==> config.mk <==
export PLATFORM = sky130hd
export DESIGN_NAME = avg_window_sched_flat
export DESIGN_NICKNAME = d
export VERILOG_FILES = /design/src/rtl/avg_window_sched_if.sv /design/src/rtl/avg_window_sched.sv /design/src/flat_wrapper.sv
export SDC_FILE = /design/constraint.sdc
export NUM_CORES = 1
export LEC_CHECK = 0
export CAP_MARGIN = 25
export CORE_MARGIN = 2
export CORE_UTILIZATION = 64
export CTS_CLUSTER_SIZE = 30
export DETAILED_ROUTE_END_ITERATION = 16
export DONT_BUFFER_PORTS = 1
export GPL_TIMING_DRIVEN = 0
export PLACE_DENSITY = 0.91
export SYNTH_ARGS = -nofsm -noshare
export SYNTH_HDL_FRONTEND = slang
export SYNTH_SLANG_ARGS = --single-unit
==> constraint.sdc <==
create_clock -name clk -period 7.3 [get_ports clk]
set_input_delay 1.46 -clock clk [delete_from_list [all_inputs] [get_ports clk]]
set_output_delay 1.46 -clock clk [all_outputs]
set_load 0.01 [all_outputs]
==> src/rtl/avg_window_sched_if.sv <==
// rtl/avg_window_sched_if.sv - request/sample/result bundle for avg_window_sched
// master drives requests, samples and result-ready; slave is the scheduler.
interface avg_window_sched_if #(
   parameter int NUM_CH        = 4,
   parameter int DATA_IN_WIDTH = 12
);
   logic [NUM_CH-1:0]               i_req;
   logic [NUM_CH-1:0]               i_valid;
   logic [NUM_CH*DATA_IN_WIDTH-1:0] data_in;
   logic [NUM_CH-1:0]               o_ready;
   logic [DATA_IN_WIDTH-1:0]        o_average;
   logic [$clog2(NUM_CH)-1:0]       o_ch;
   logic                            o_avg_valid;
   logic                            i_avg_ready;
   logic                            o_abort;

   modport master (
      output i_req, i_valid, data_in, i_avg_ready,
      input  o_ready, o_average, o_ch, o_avg_valid, o_abort
   );

   modport slave (
      input  i_req, i_valid, data_in, i_avg_ready,
      output o_ready, o_average, o_ch, o_avg_valid, o_abort
   );
endinterface

==> src/rtl/avg_window_sched.sv <==
// rtl/avg_window_sched.sv - round-robin shared block-averaging accumulator
// Optional idle-sample timeout per window when AVG_TIMEOUT_EN is defined.
module avg_window_sched #(
   parameter int NUM_CH         = 4,
   parameter int DATA_IN_WIDTH  = 12,
   parameter int SAMPLING_RATE  = 512,
   parameter int TIMEOUT_CYCLES = 1024
) (
   input  logic                 clk,
   input  logic                 rst,
   avg_window_sched_if.slave    bus
);
   localparam int CHW = $clog2(NUM_CH);
   localparam int SRW = $clog2(SAMPLING_RATE);
   localparam int AW  = DATA_IN_WIDTH + SRW;

   typedef enum logic [1:0] {IDLE, ACCUM, DONE} state_t;

   state_t                   state_q;
   logic [CHW-1:0]           ptr_q;
   logic [CHW-1:0]           grant_q;
   logic [AW-1:0]            acc_q;
   logic [SRW-1:0]           cnt_q;
   logic [NUM_CH-1:0]        ready_q;
   logic [DATA_IN_WIDTH-1:0] avg_q;
   logic [CHW-1:0]           ch_q;
   logic                     avg_valid_q;
   logic                     abort_q;
`ifdef AVG_TIMEOUT_EN
   localparam int TW = $clog2(TIMEOUT_CYCLES) + 1;
   logic [TW-1:0]            tmo_q;
`endif

   logic [CHW-1:0]           grant_d;
   logic                     any_req;
   logic [DATA_IN_WIDTH-1:0] sample;
   logic [AW-1:0]            sum_d;
   logic                     accept;

   // First requester strictly after the pointer, wrapping; NUM_CH need not be a power of two.
   always_comb begin
      grant_d = ptr_q;
      any_req = 1'b0;
      for (int i = 1; i <= NUM_CH; i++) begin
         if (!any_req && bus.i_req[(int'(ptr_q) + i) % NUM_CH]) begin
            any_req = 1'b1;
            grant_d = CHW'((int'(ptr_q) + i) % NUM_CH);
         end
      end
   end

   assign sample = bus.data_in[grant_q*DATA_IN_WIDTH +: DATA_IN_WIDTH];
   assign sum_d  = acc_q + AW'(sample);
   assign accept = (state_q == ACCUM) && bus.i_valid[grant_q];

   always_ff @(posedge clk or posedge rst) begin
      if (rst) begin
         state_q     <= IDLE;
         ptr_q       <= CHW'(NUM_CH - 1);
         grant_q     <= '0;
         acc_q       <= '0;
         cnt_q       <= '0;
         ready_q     <= '0;
         avg_q       <= '0;
         ch_q        <= '0;
         avg_valid_q <= 1'b0;
         abort_q     <= 1'b0;
`ifdef AVG_TIMEOUT_EN
         tmo_q       <= '0;
`endif
      end else begin
         abort_q <= 1'b0;
         case (state_q)
            IDLE: begin
               if (any_req) begin
                  ptr_q   <= grant_d;
                  grant_q <= grant_d;
                  acc_q   <= '0;
                  cnt_q   <= '0;
                  ready_q <= NUM_CH'(1) << grant_d;
                  state_q <= ACCUM;
`ifdef AVG_TIMEOUT_EN
                  tmo_q   <= '0;
`endif
               end
            end
            ACCUM: begin
               if (accept) begin
`ifdef AVG_TIMEOUT_EN
                  tmo_q <= '0;
`endif
                  if (cnt_q == SRW'(SAMPLING_RATE - 1)) begin
                     avg_q       <= sum_d[AW-1:SRW];
                     ch_q        <= grant_q;
                     avg_valid_q <= 1'b1;
                     ready_q     <= '0;
                     state_q     <= DONE;
                  end else begin
                     acc_q <= sum_d;
                     cnt_q <= cnt_q + SRW'(1);
                  end
               end else if (!bus.i_req[grant_q]) begin
                  abort_q <= 1'b1;
                  ready_q <= '0;
                  state_q <= IDLE;
`ifdef AVG_TIMEOUT_EN
               end else if (tmo_q == TW'(TIMEOUT_CYCLES - 1)) begin
                  abort_q <= 1'b1;
                  ready_q <= '0;
                  state_q <= IDLE;
               end else begin
                  tmo_q <= tmo_q + TW'(1);
`endif
               end
            end
            DONE: begin
               if (bus.i_avg_ready) begin
                  avg_valid_q <= 1'b0;
                  state_q     <= IDLE;
               end
            end
            default: state_q <= IDLE;
         endcase
      end
   end

   assign bus.o_ready     = ready_q;
   assign bus.o_average   = avg_q;
   assign bus.o_ch        = ch_q;
   assign bus.o_avg_valid = avg_valid_q;
   assign bus.o_abort     = abort_q;
endmodule

==> src/flat_wrapper.sv <==
// flat-port wrapper written by rule: the top's interface ports become plain ports
module avg_window_sched_flat 
#(
   parameter int NUM_CH         = 4,
   parameter int DATA_IN_WIDTH  = 12,
   parameter int SAMPLING_RATE  = 512,
   parameter int TIMEOUT_CYCLES = 1024
)
  (clk, rst, bus_i_req, bus_i_valid, bus_data_in, bus_i_avg_ready, bus_o_ready, bus_o_average, bus_o_ch, bus_o_avg_valid, bus_o_abort);
  avg_window_sched_if #(.NUM_CH(NUM_CH), .DATA_IN_WIDTH(DATA_IN_WIDTH)) bus_i ();
  input  logic clk;
  input  logic rst;
  input wire logic [$bits(bus_i.i_req)-1:0] bus_i_req;
  input wire logic [$bits(bus_i.i_valid)-1:0] bus_i_valid;
  input wire logic [$bits(bus_i.data_in)-1:0] bus_data_in;
  input wire logic [$bits(bus_i.i_avg_ready)-1:0] bus_i_avg_ready;
  output wire logic [$bits(bus_i.o_ready)-1:0] bus_o_ready;
  output wire logic [$bits(bus_i.o_average)-1:0] bus_o_average;
  output wire logic [$bits(bus_i.o_ch)-1:0] bus_o_ch;
  output wire logic [$bits(bus_i.o_avg_valid)-1:0] bus_o_avg_valid;
  output wire logic [$bits(bus_i.o_abort)-1:0] bus_o_abort;
  assign bus_i.i_req = bus_i_req;
  assign bus_i.i_valid = bus_i_valid;
  assign bus_i.data_in = bus_data_in;
  assign bus_i.i_avg_ready = bus_i_avg_ready;
  assign bus_o_ready = bus_i.o_ready;
  assign bus_o_average = bus_i.o_average;
  assign bus_o_ch = bus_i.o_ch;
  assign bus_o_avg_valid = bus_i.o_avg_valid;
  assign bus_o_abort = bus_i.o_abort;
  avg_window_sched #(.NUM_CH(NUM_CH), .DATA_IN_WIDTH(DATA_IN_WIDTH), .SAMPLING_RATE(SAMPLING_RATE), .TIMEOUT_CYCLES(TIMEOUT_CYCLES)) u_core (.clk(clk), .rst(rst), .bus(bus_i));
endmodule
==> results.toml <==
[global_route]
gr-usage-met2 = 0.475
grt_antenna_before_repair = 0
grt_use_met3 = 0.0640
gr-usage-all-layers = 0.286
grt_overflow = 0
grt_pass1_vias = 2830
grt_max_degree = 30
grt_pass1_wl_um = 13600
met1_usage = 0.373
grt.busiest_layer = "met2"

[sta]
setup_viol = 0
period_share = 0.535
setup_tns_ps = 0
grt_setup_unrepaired = "false"
hold_slack_ps = 502
hold_viol = 0
timing.slew.headroom = 0.468
drv_slew = 0
tightest_slew_ps = 793
fin_skew_ps = 8.74
period_needed_ps = 3910
clock.fmax_mhz = 256

[final_layout]
nNetsFinal = 440
multiInputGateArea_um2 = 1940
area_growth_pct = 6.20
drive_gt1_frac = 0.101
diodes = 0
seqCellArea_um2 = 1400
n_fill_cell = 372

[placement]
place_congestion = 0.857
io_buffers = 0
dp_hpwl_um = 5950

[clock_tree]
postCtsSetupBuffers = 0
clk_latency_ps = 310
cts_buffers = 5
ctsHoldBuffers = 0
cts_sinks = 56
h-tree-depth = 2
cts_tree = "yes"
post_cts_resized = 0
path_clk_slew_ps = 100
clock_path_buffers = 2
cts_root_buf = "clkbuf_8"

[routing]
route.antenna.remaining_nets = 0
first_iter_violations = 189
drc = 0
routed_wl_um = 7960
firstDrtPassIters = 5
route.vias.total = 2852
vias_per_cell = 6.53
avgRoutedWirePerCell_um = 18.2

[worst_hold_path]
whs_path_depth = 2
hp-class = "flip-flop to flip-flop"

[pwr]
pwr-share-comb = 0.588
p_clk_frac = 0.130
p_per_area_nw_per_um2 = 424
internal_power_uw = 857
ir_worst_vdd_mv = 0.320
seqPwrFrac = 0.282
p_sw_uw = 706
p_sw_frac = 0.452
p_leak_uw = 0.00162

[logic_synthesis]
ys_types = 56
syn_avg_cell_area_um2 = 9.69
syn_inst = 358
synthesis.nets = 432
async_reset_ff_frac = 1.00
seq_area_frac_synth = 0.405
synthTopCellsByCount = "nand2_1, dfrtp_1, o21ai_0"
synth_most_common_cell = "nand2_1"
synth-edff-count = 0
synthTopCellsByArea = "dfrtp_1, mux4_2, nand2_1"
synth-seq-cells = 56
synth_largest_area_cell = "dfrtp_1"
synth_top_flop_cell = "dfrtp_1"
synth_area_um2 = 3470
yosys.area.top_type_share = 0.389
yosys_warnings = 0

[worst_setup_path]
crit_type = "input pin to flip-flop"
crit_fanout = 6
cp-end-kind = "flip-flop"
rr_startpoint = "u_core.grant_q[0]$_DFFE_PP0P_"
cp-startpoint = "bus_data_in[12]"
crit_required_ps = 7490
startpoint_type = "input pin"
r2r_cells = 10
critPathArrivalTime_ps = 4090
rrSetupSlack_ps = 3400
cp-endpoint = "u_core.acc_q[16]$_DFFE_PP0P_"
worstReg2RegEnd = "u_core.acc_q[15]$_DFFE_PP0P_"

[job]
drv_cap = 0

[die]
die_y_um = 77.6
num_rows = 26
initial_core_util = 0.671
core-area_um2 = 5170
io_pins = 79
die_w_um = 77.6
die_area_um2 = 6030

[outcome]
status = "complete, no violations"
[cells in the final DEF (no fill, tap or decap), types with 11 or more instances in the layout]
cell type,n
ha_1,14
a21oi_1,18
xnor2_1,11
nand2_1,56
dfrtp_1,54
nor2_1,21
o21ai_0,33
nand3_1,16
mux4_2,13
[per-stage QoR]
stage | utilization | area [um^2] | std cells | power (uW) | worst slack, ps
2_1_floorplan | - | 3470 | 358 | 1150 | 3490
3_3_place_gp | 0.688 | 3560 | 428 | 1300 | 3160
3_5_place_dp | 0.692 | 3580 | 429 | 1350 | 3120
4_1_cts | 0.712 | 3680 | 437 | 1550 | 3380
5_1_grt | 0.712 | 3680 | 437 | 1690 | 3070
6_report | 0.712 | 3680 | 437 | 1560 | 3390
[critical path, cell delays in order]
cell and delay (ps):
mux4_1 490, ha_1 240, fa_1 440, a211oi_1 310, o211ai_1 150, a21oi_1 440
nor2_1 190, a32oi_1 240, o21ai_0 110
[per-layer routing]
layer  vias up  share of wire
met5         -              0
met4         0          0.020
met3        17          0.067
met2       121           0.50
met1      1386           0.42
li1       1328              -
[layout make-up]
class	instances	share of cell area
Buffer	17	0.0234
Clock buffer	6	0.0197
Clock inverter	2	0.00951
Inverter	10	0.0102
Multi-Input combinational cell	275	0.527
Sequential cell	56	0.381
Tap cell	70	0.0238
Timing Repair Buffer	1	0.00543
[power groups by stage]
| stage | registers, uW | logic [uW] | clock network (uW) |
|---|---|---|---|
| 6_report | 440 | 920 | 203 |
| 4_1_cts | 439 | 910 | 204 |
| 2_1_floorplan | 432 | 716 | 0 |
| 3_5_place_dp | 444 | 901 | 0 |
| 3_3_place_gp | 440 | 864 | 0 |
| 5_1_grt | 447 | 1020 | 220 |
[state kept, by name (all words and copies together) (netlist names)]
name and count:
u_core.bus.o_abort 1, u_core.acc_q 21, u_core.bus.o_ready 4, u_core.bus.o_ch 2, u_core.ptr_q 2, u_core.grant_q 2, u_core.state_q 2, u_core.bus.o_avg_valid 1
u_core.cnt_q 9, u_core.bus.o_average 12
[how the worst min path moves through the flow]
| stage | from | endpoint | slack [ps] |
|---|---|---|---|
| 3_3_place_gp | u_core.acc_q[3]$_DFFE_PP0P_ | u_core.acc_q[3]$_DFFE_PP0P_ | 470 |
| 5_1_grt | u_core.acc_q[3]$_DFFE_PP0P_ | u_core.acc_q[3]$_DFFE_PP0P_ | 530 |
| 2_1_floorplan | u_core.acc_q[2]$_DFFE_PP0P_ | u_core.acc_q[2]$_DFFE_PP0P_ | 460 |
| 4_1_cts | u_core.acc_q[3]$_DFFE_PP0P_ | u_core.acc_q[3]$_DFFE_PP0P_ | 500 |
| 6_report | u_core.acc_q[3]$_DFFE_PP0P_ | u_core.acc_q[3]$_DFFE_PP0P_ | 500 |
| 3_5_place_dp | u_core.acc_q[3]$_DFFE_PP0P_ | u_core.acc_q[3]$_DFFE_PP0P_ | 480 |
[logic make-up after synthesis]
| group | share of synthesized area |
|---|---|
| XOR/XNOR | 0.0505 |
| adder cells (fa/ha/maj) | 0.0563 |
| buffers and inverters | 0.0357 |
| flip-flops | 0.405 |
| AO/OA/AOI/OAI | 0.174 |
| AND/OR/NAND/NOR | 0.178 |
| multiplexers | 0.101 |
(Power assumes the default switching activity.)
